===== src/rtl/tx_frame_sched.sv =====
// tx_frame_sched
//    Arbitrates two byte-stream sources (s0: protocol reply, s1: telemetry)
//    onto a single UART transmitter. A granted source keeps the line for its
//    whole frame; each frame is followed by an enforced line-silence gap.
//    A granted source that stalls mid-frame is dropped after TIMEOUT cycles.
//
// Parameters
//    GAP_CYCLES  idle cycles enforced after every frame end or abort
//    TIMEOUT     max cycles a granted source may hold valid low in LOAD
//
// Ports
//    clk, rst                         clock, synchronous active-high reset
//    sN_req/valid/data/last           source N frame request and byte stream
//    sN_ready                         one-cycle pulse: source N byte taken
//    tx_data, tx_start, tx_busy       UART transmitter handshake
//    gnt                              one-hot current grant (00 = none)
//    frame_done, abort                one-cycle frame completion / drop pulses
//
// state     | meaning
// ----------+----------------------------------------------------------
// IDLE      | no grant; arbitrate pending requests
// LOAD      | wait for a byte from the granted source, run stall timer
// START     | pulse tx_start and sN_ready for the captured byte
// WAIT_BUSY | wait for the transmitter to report busy
// WAIT_DONE | wait for the transmitter to finish the byte
// GAP       | enforced line silence after a frame end or abort
module tx_frame_sched #(
   parameter int GAP_CYCLES = 30380,
   parameter int TIMEOUT    = 65535
) (
   input  logic       clk,
   input  logic       rst,
   input  logic       s0_req,
   input  logic       s0_valid,
   input  logic [7:0] s0_data,
   input  logic       s0_last,
   output logic       s0_ready,
   input  logic       s1_req,
   input  logic       s1_valid,
   input  logic [7:0] s1_data,
   input  logic       s1_last,
   output logic       s1_ready,
   output logic [7:0] tx_data,
   output logic       tx_start,
   input  logic       tx_busy,
   output logic [1:0] gnt,
   output logic       frame_done,
   output logic       abort
);

   // Counters only ever hold 0 .. LAST, so they need just enough bits for LAST.
   localparam int GAP_W = (GAP_CYCLES > 1) ? $clog2(GAP_CYCLES) : 1;
   localparam int TO_W  = (TIMEOUT > 1) ? $clog2(TIMEOUT) : 1;
   localparam logic [GAP_W-1:0] GAP_LAST = GAP_W'((GAP_CYCLES > 0) ? GAP_CYCLES - 1 : 0);
   localparam logic [TO_W-1:0]  TO_LAST  = TO_W'((TIMEOUT > 0) ? TIMEOUT - 1 : 0);

   typedef enum logic [2:0] {
      IDLE,
      LOAD,
      START,
      WAIT_BUSY,
      WAIT_DONE,
      GAP
   } state_t;

   state_t           state, state_nx;
   logic [1:0]       gnt_q, gnt_nx;
   logic             last_src, last_src_nx;     // 1: source 1 was granted most recently
   logic             last_flag, last_flag_nx;
   logic [7:0]       tx_data_q, tx_data_nx;
   logic [GAP_W-1:0] gap_cnt, gap_cnt_nx;
   logic [TO_W-1:0]  to_cnt, to_cnt_nx;
   logic             done_q, done_nx;
   logic             abort_q, abort_nx;

   logic             sel_valid;
   logic [7:0]       sel_data;
   logic             sel_last;

   assign sel_valid = gnt_q[1] ? s1_valid : s0_valid;
   assign sel_data  = gnt_q[1] ? s1_data  : s0_data;
   assign sel_last  = gnt_q[1] ? s1_last  : s0_last;

   always_ff @(posedge clk) begin
      if (rst) begin
         state     <= IDLE;
         gnt_q     <= 2'b00;
         last_src  <= 1'b1;
         last_flag <= 1'b0;
         tx_data_q <= 8'h00;
         gap_cnt   <= '0;
         to_cnt    <= '0;
         done_q    <= 1'b0;
         abort_q   <= 1'b0;
      end else begin
         state     <= state_nx;
         gnt_q     <= gnt_nx;
         last_src  <= last_src_nx;
         last_flag <= last_flag_nx;
         tx_data_q <= tx_data_nx;
         gap_cnt   <= gap_cnt_nx;
         to_cnt    <= to_cnt_nx;
         done_q    <= done_nx;
         abort_q   <= abort_nx;
      end
   end

   always_comb begin
      state_nx     = state;
      gnt_nx       = gnt_q;
      last_src_nx  = last_src;
      last_flag_nx = last_flag;
      tx_data_nx   = tx_data_q;
      // Counters fall back to zero outside their own state, so every entry
      // into LOAD or GAP starts counting from 0.
      gap_cnt_nx   = '0;
      to_cnt_nx    = '0;
      done_nx      = 1'b0;
      abort_nx     = 1'b0;

      case (state)
         IDLE: begin
            if (s0_req && s1_req) begin
               // Tie: the source not granted last wins.
               gnt_nx      = last_src ? 2'b01 : 2'b10;
               last_src_nx = ~last_src;
               state_nx    = LOAD;
            end else if (s0_req) begin
               gnt_nx      = 2'b01;
               last_src_nx = 1'b0;
               state_nx    = LOAD;
            end else if (s1_req) begin
               gnt_nx      = 2'b10;
               last_src_nx = 1'b1;
               state_nx    = LOAD;
            end
         end

         LOAD: begin
            if (sel_valid) begin
               tx_data_nx   = sel_data;
               last_flag_nx = sel_last;
               state_nx     = START;
            end else if (to_cnt == TO_LAST) begin
               abort_nx = 1'b1;
               gnt_nx   = 2'b00;
               state_nx = GAP;
            end else begin
               to_cnt_nx = to_cnt + TO_W'(1);
            end
         end

         START: begin
            state_nx = WAIT_BUSY;
         end

         WAIT_BUSY: begin
            if (tx_busy) begin
               state_nx = WAIT_DONE;
            end
         end

         WAIT_DONE: begin
            if (!tx_busy) begin
               if (last_flag) begin
                  done_nx  = 1'b1;
                  gnt_nx   = 2'b00;
                  state_nx = GAP;
               end else begin
                  state_nx = LOAD;
               end
            end
         end

         GAP: begin
            if (gap_cnt == GAP_LAST) begin
               state_nx = IDLE;
            end else begin
               gap_cnt_nx = gap_cnt + GAP_W'(1);
            end
         end

         default: begin
            state_nx = IDLE;
            gnt_nx   = 2'b00;
         end
      endcase
   end

   // START is only reachable from a LOAD capture, so the ready pulse lands
   // exactly one cycle after the byte was taken.
   assign tx_start   = (state == START);
   assign s0_ready   = (state == START) && gnt_q[0];
   assign s1_ready   = (state == START) && gnt_q[1];
   assign tx_data    = tx_data_q;
   assign gnt        = gnt_q;
   assign frame_done = done_q;
   assign abort      = abort_q;

endmodule


===== config.mk =====
export PLATFORM = sky130hd
export DESIGN_NAME = tx_frame_sched
export DESIGN_NICKNAME = d
export VERILOG_FILES = /design/src/rtl/tx_frame_sched.sv
export SDC_FILE = /design/constraint.sdc
export NUM_CORES = 1
export LEC_CHECK = 0
export ABC_CLOCK_PERIOD_IN_PS = 2200
export CAP_MARGIN = 5
export CORE_MARGIN = 3
export CORE_UTILIZATION = 50
export CTS_BUF_LIST = sky130_fd_sc_hd__clkbuf_8
export CTS_CLUSTER_DIAMETER = 50
export DETAILED_ROUTE_END_ITERATION = 10
export PLACE_DENSITY = 0.8
export SYNTH_ARGS = -nofsm -noshare
export SYNTH_HDL_FRONTEND = slang
export SYNTH_SLANG_ARGS = --single-unit

===== constraint.sdc =====
create_clock -name clk -period 2.2 [get_ports clk]
set_input_delay 0.44 -clock clk [delete_from_list [all_inputs] [get_ports clk]]
set_output_delay 0.44 -clock clk [all_outputs]
set_load 0.005 [all_outputs]

Word level (Yosys, flattened, before mapping)
Cells that the tools add are included.
{ "totals": {"inputBits": 25, "elab_cells": 72, "regBits": 48} }
{ "op_classes": {"bitwise_logic": 5, "eq_ne": 15, "reduce_logical": 14, "addsub": 2, "muxes": 27} }
{ "ops": {"columns": ["cell", "count"], "rows": [
  ["$mux 3", 9],
  ["$pmux 3 s6", 1],
  ["$add 16x1->16 const B", 1],
  ["$eq 16x16->1 const B", 1],
  ["$mux 2", 8],
  ["$add 15x1->15 const B", 1],
  ["$eq 15x15->1 const B", 1],
  ["$ne 2x2->1 const B", 6],
  ["$reduce_or 3->1", 4],
  ["$mux 8", 1],
  ["$pmux 2 s4", 1],
  ["$mux 1", 7],
  ["$eq 3x2->1 const B", 2],
  ["$eq 3x3->1 const B", 2],
  ["$reduce_and 6->1", 1],
  ["$not 1->1", 5],
  ["$reduce_and 5->1", 1],
  ["$ne 4x4->1 const B", 1],
  ["$reduce_and 2->1", 2],
  ["$reduce_or 4->1", 1],
  ["$eq 3x1->1 const B", 1],
  ["$logic_and 1x1->1", 3],
  ["$logic_not 3->1", 1],
  ["$ne 3x3->1 const B", 1],
  ["$reduce_bool 3->1", 1]
]} }

Depth between registers and ports, before layout
{ "logic_depth": {"word_depth": 4, "mapped_depth": 7} }

Worst setup path after synthesis
No wires, ideal clock.
{ "synth_timing": {"path_type": "reg2reg", "startpoint": "register gap_cnt[6]", "endpoint": "register gap_cnt[13]", "n_path_buf": 2, "setup_slack_ns": 0.293, "period_less_slack_ns": 1.907, "t_required_ns": 2.085, "stages_incl_launch_ff": 8, "t_arrival_ns": 1.793, "cell_sequence": "dfxtp_1 -> or4b_1 -> or3_1 -> o311ai_2 -> or2_1 -> buf_6 -> buf_8 -> nor2_1"} }
{ "synth_between": {"elab_chain_len": 2, "word_cells_on_any_way": 3, "cone_classes": "add/sub (1); eq/ne (1); reduce/logical (1)"} }
{ "synth_rtl": {"columns": ["item", "line_no", "text"], "rows": [
  ["start: declaration", "71", "logic [GAP_W-1:0] gap_cnt, gap_cnt_nx;"],
  ["start signal: assignment", "101", "gap_cnt <= gap_cnt_nx;"],
  ["parallel branches: the longest is 2 deep, another holds $add 15x1->15", null, null]
]} }
Parallel ways; which one is timed is not known.
A chain may end at the register's enable or synchronous reset.

Final worst setup path
{ "layout_timing": {"startpoint": "register state[2]", "endpoint": "output port s0_ready"} }
{ "layout_between": {"elab_chain_len": 2} }
{ "layout_rtl": {"columns": ["item", "line_no", "text"], "rows": [
  ["start: declaration", "66", "state_t state, state_nx;"],
  ["start signal: assignment", "96", "state <= state_nx;"],
  ["$eq 3x2->1", "193", "assign s0_ready = (state == START) && gnt_q[0];"],
  ["$logic_and 1x1->1", "193", null],
  ["end: declaration", "37", "output logic s0_ready,"]
]} }
Every way passes these cells.

==> results.yml <==
run_status:
  status: "complete, no violations"
synthesis:
  synth_edf_count: 0
  ys_warn_count: 0
  postSynthAreaPerCell_um2: 8.661
  seq_area_frac_synth_pct: 43.34
  netlist_instances: 256
  syn_nets: 284
  synth_cell_types: 37
  synthFlopType: "dfxtp_1"
  synth-seq-cells: 48
  synthArstFlopShare_pct: 0
  synthTopCellsByArea: "dfxtp_1 43%, nor2_1 7.8%, xor2_1 5.5%, mux2i_1 4.5%, xnor2_1 4.3%"
  yosysTopAreaCell: "dfxtp_1"
  yosysTopAreaCellShare_pct: 43.34
  syn-cell-area_um2: 2217
cts:
  cts_htree_levels: 2
  clk_path_buf_depth: 2
  cts_buffers: 5
  clock_latency_ns: 0.30
  cts_tree: "yes"
  path_clk_slew_ns: 0.08
  root_buffer: "clkbuf_8"
  cts_hold_buf: 0
  cts_setup_buffers: 0
  ctsResizeCount: 0
  clock_sinks: 48
detailed_routing:
  drt_iter0_markers: 141
  post_drt_wl_per_cell_um: 12.13
  avgViaCountPerCell: 5.349
  dr_total_vias: 1872
  totalWireLength_mm: 4.245
  ant_nets: 0
  drc: 0
  dr.pass1.iters: 4
critical_path:
  timing.rr.start: "gap_cnt[6]$_SDFF_PP0_"
  cp_data_required_time_ns: 1.76
  cp-start-kind: "flip-flop"
  r2r_setup_slack_ns: 0.19
  worstPathArrival_ns: 1.57
  r2r_cells: 6
  endpoint_kind: "primary output"
  worstPathMaxFanout: 6
  crit_type: "reg -> out"
  r2r_end: "gap_cnt[12]$_SDFF_PP0_"
placed_design:
  gp_congestion: 0.9326
  pre_cts_ws_ns: 0.2094
  dp_hpwl_mm: 3.125
  port-buffer-count: 39
timing:
  slew_violations: 0
  setup_violations: 0
  hold_viol_final: 0
  setup_ws_ns: 0.1913
  clock_skew_ns: 0.008637
  grt_setup_unrepaired: "no"
  fmax_ghz: 0.4978
  layout_min_cycle_time_ns: 2.009
  fin_crit_sh_pct: 91.30
  tns_ns: 0
  relSlewSlack_pct: 65.29
  tightest_slew_ns: 0.5193
die:
  rows: 23
  die_y_um: 72.59
  die_area_um2: 5269
  boundaryPins: 40
  chipWidth_um: 72.59
  start_util_pct: 53.50
  coreArea_um2: 4144
hold_path:
  min_path_cells: 2
  min_path_type: "reg -> reg"
  worst_hold_startpoint: "last_src$_SDFFE_PP1P_"
  worstHoldEndpoint: "last_src$_SDFFE_PP1P_"
global_route:
  grt_pass1_vias: 1650
  gr-total-overflow: 0
  antenna_found_initial: 0
  grt_max_degree: 19
  grt_pass1_wl_mm: 7.141
  track_usage_pct: 16.59
layout:
  area_delta_synth_final_pct: 24.83
  layout-drive-gt1-share_pct: 6.000
  regArea_um2: 960.9
  diodes: 0
  multiInputGateArea_um2: 1177
  final_util_pct: 66.79
  fillers: 352
  nets: 327
power:
  power_uw: 1751
  cellPowerDensity_nw_per_um2: 632.6
  ir_drop_mv: 0.3663
  leakage_uw: 0.0009263
run:
  cap_viol_max_count: 0
## worst max-delay path, cell delays in order, from the launching register on
cell	delay [ns]
dfxtp_1	0.38
nor3_2	0.25
and2_1	0.15
clkdlybuf4s50_1	0.50
## registers in the layout, summed over array words and instances, names as in the netlist
register and count:
last_src 1, frame_done 1, tx_data 8, to_cnt 16, abort 1, state 3
gnt 2, gap_cnt 15, last_flag 1
## metrics by stage
step           instance area [µm²]  std cells  hold slack [ns]
6_report                      2768        350           0.4586
5_1_grt                       2768        350           0.4787
4_1_cts                       2763        350           0.4607
3_5_place_dp                  2673        342           0.4394
3_3_place_gp                  2673        342           0.4428
2_1_floorplan                 2217        256           0.4278
## routing by layer
metal / GRT usage [%] / wire length [µm] / up-vias
met5: 0 / 0 / -
met2: 25.75 / 1859 / 52
met3: 3.994 / 313 / 5
li1: - / - / 970
met1: 21.81 / 2032 / 845
met4: 7.582 / 40 / 0
## logic make-up after synthesis
logic type	after synthesis	synth area share, %
AO/OA/AOI/OAI	33	10.27
buffers and inverters	17	3.781
adder cells (fa/ha/maj)	3	1.693
flip-flops	48	43.34
multiplexers	10	4.515
AND/OR/NAND/NOR	120	26.52
XOR/XNOR	25	9.876
## how the worst max path moves through the flow
| stage | endpoint | start | depth (start not counted) | slack (ns) |
|---|---|---|---|---|
| 2_1_floorplan | gap_cnt[13]$_SDFF_PP0_ | gap_cnt[6]$_SDFF_PP0_ | 7 | 0.29 |
| 3_5_place_dp | gap_cnt[9]$_SDFF_PP0_ | gap_cnt[6]$_SDFF_PP0_ | 6 | 0.21 |
| 4_1_cts | s0_ready | state[2]$_SDFFE_PP0P_ | 3 | 0.07 |
| 3_3_place_gp | gap_cnt[3]$_SDFF_PP0_ | gap_cnt[6]$_SDFF_PP0_ | 6 | 0.22 |
| 5_1_grt | s0_ready | state[2]$_SDFFE_PP0P_ | 3 | 0.08 |
| 6_report | s0_ready | state[2]$_SDFFE_PP0P_ | 3 | 0.19 |
## area by class of cell
type	instances	area share, %
inverters	5	0.6781
multi-input cells	191	42.54
clock inverters	2	0.2712
well taps	50	2.260
clock buffers	6	2.984
flip-flops and latches	48	34.72
repair buffers	48	16.55
## placed cells by master (no fill, tap or decap), types with 5 or more instances in the layout
cell | synthesis | layout
a211oi_1 | 9 | 9
a21oi_1 | 7 | 7
and3_1 | 5 | 5
buf_4 | 0 | 9
clkbuf_8 | 0 | 6
clkdlybuf4s50_1 | 0 | 39
dfxtp_1 | 48 | 48
inv_1 | 5 | 7
mux2i_1 | 10 | 10
nand2_1 | 17 | 17
nand3_1 | 15 | 15
nor2_1 | 46 | 46
nor3_1 | 7 | 6
o21ai_0 | 6 | 6
or3_1 | 5 | 5
xnor2_1 | 11 | 11
xor2_1 | 14 | 14
## report_power, final
group / leakage [µW] / switching (µW) / internal, µW
clock: 0.0000538 / 271 / 247
combinational: 0.000483 / 131 / 172
sequential: 0.000389 / 25.4 / 905
## cells in the mapped netlist (all sizes together) (5+ instances only)
library cell	instances
nand3	15
buf	6
inv	5
a21oi	7
mux2i	10
xor2	14
xnor2	11
and3	5
nor2	46
o21ai	6
a211oi	9
clkbuf	6
nand2	17
nor3	7
dfxtp	48
or3	5
(Power assumes the default switching activity.)
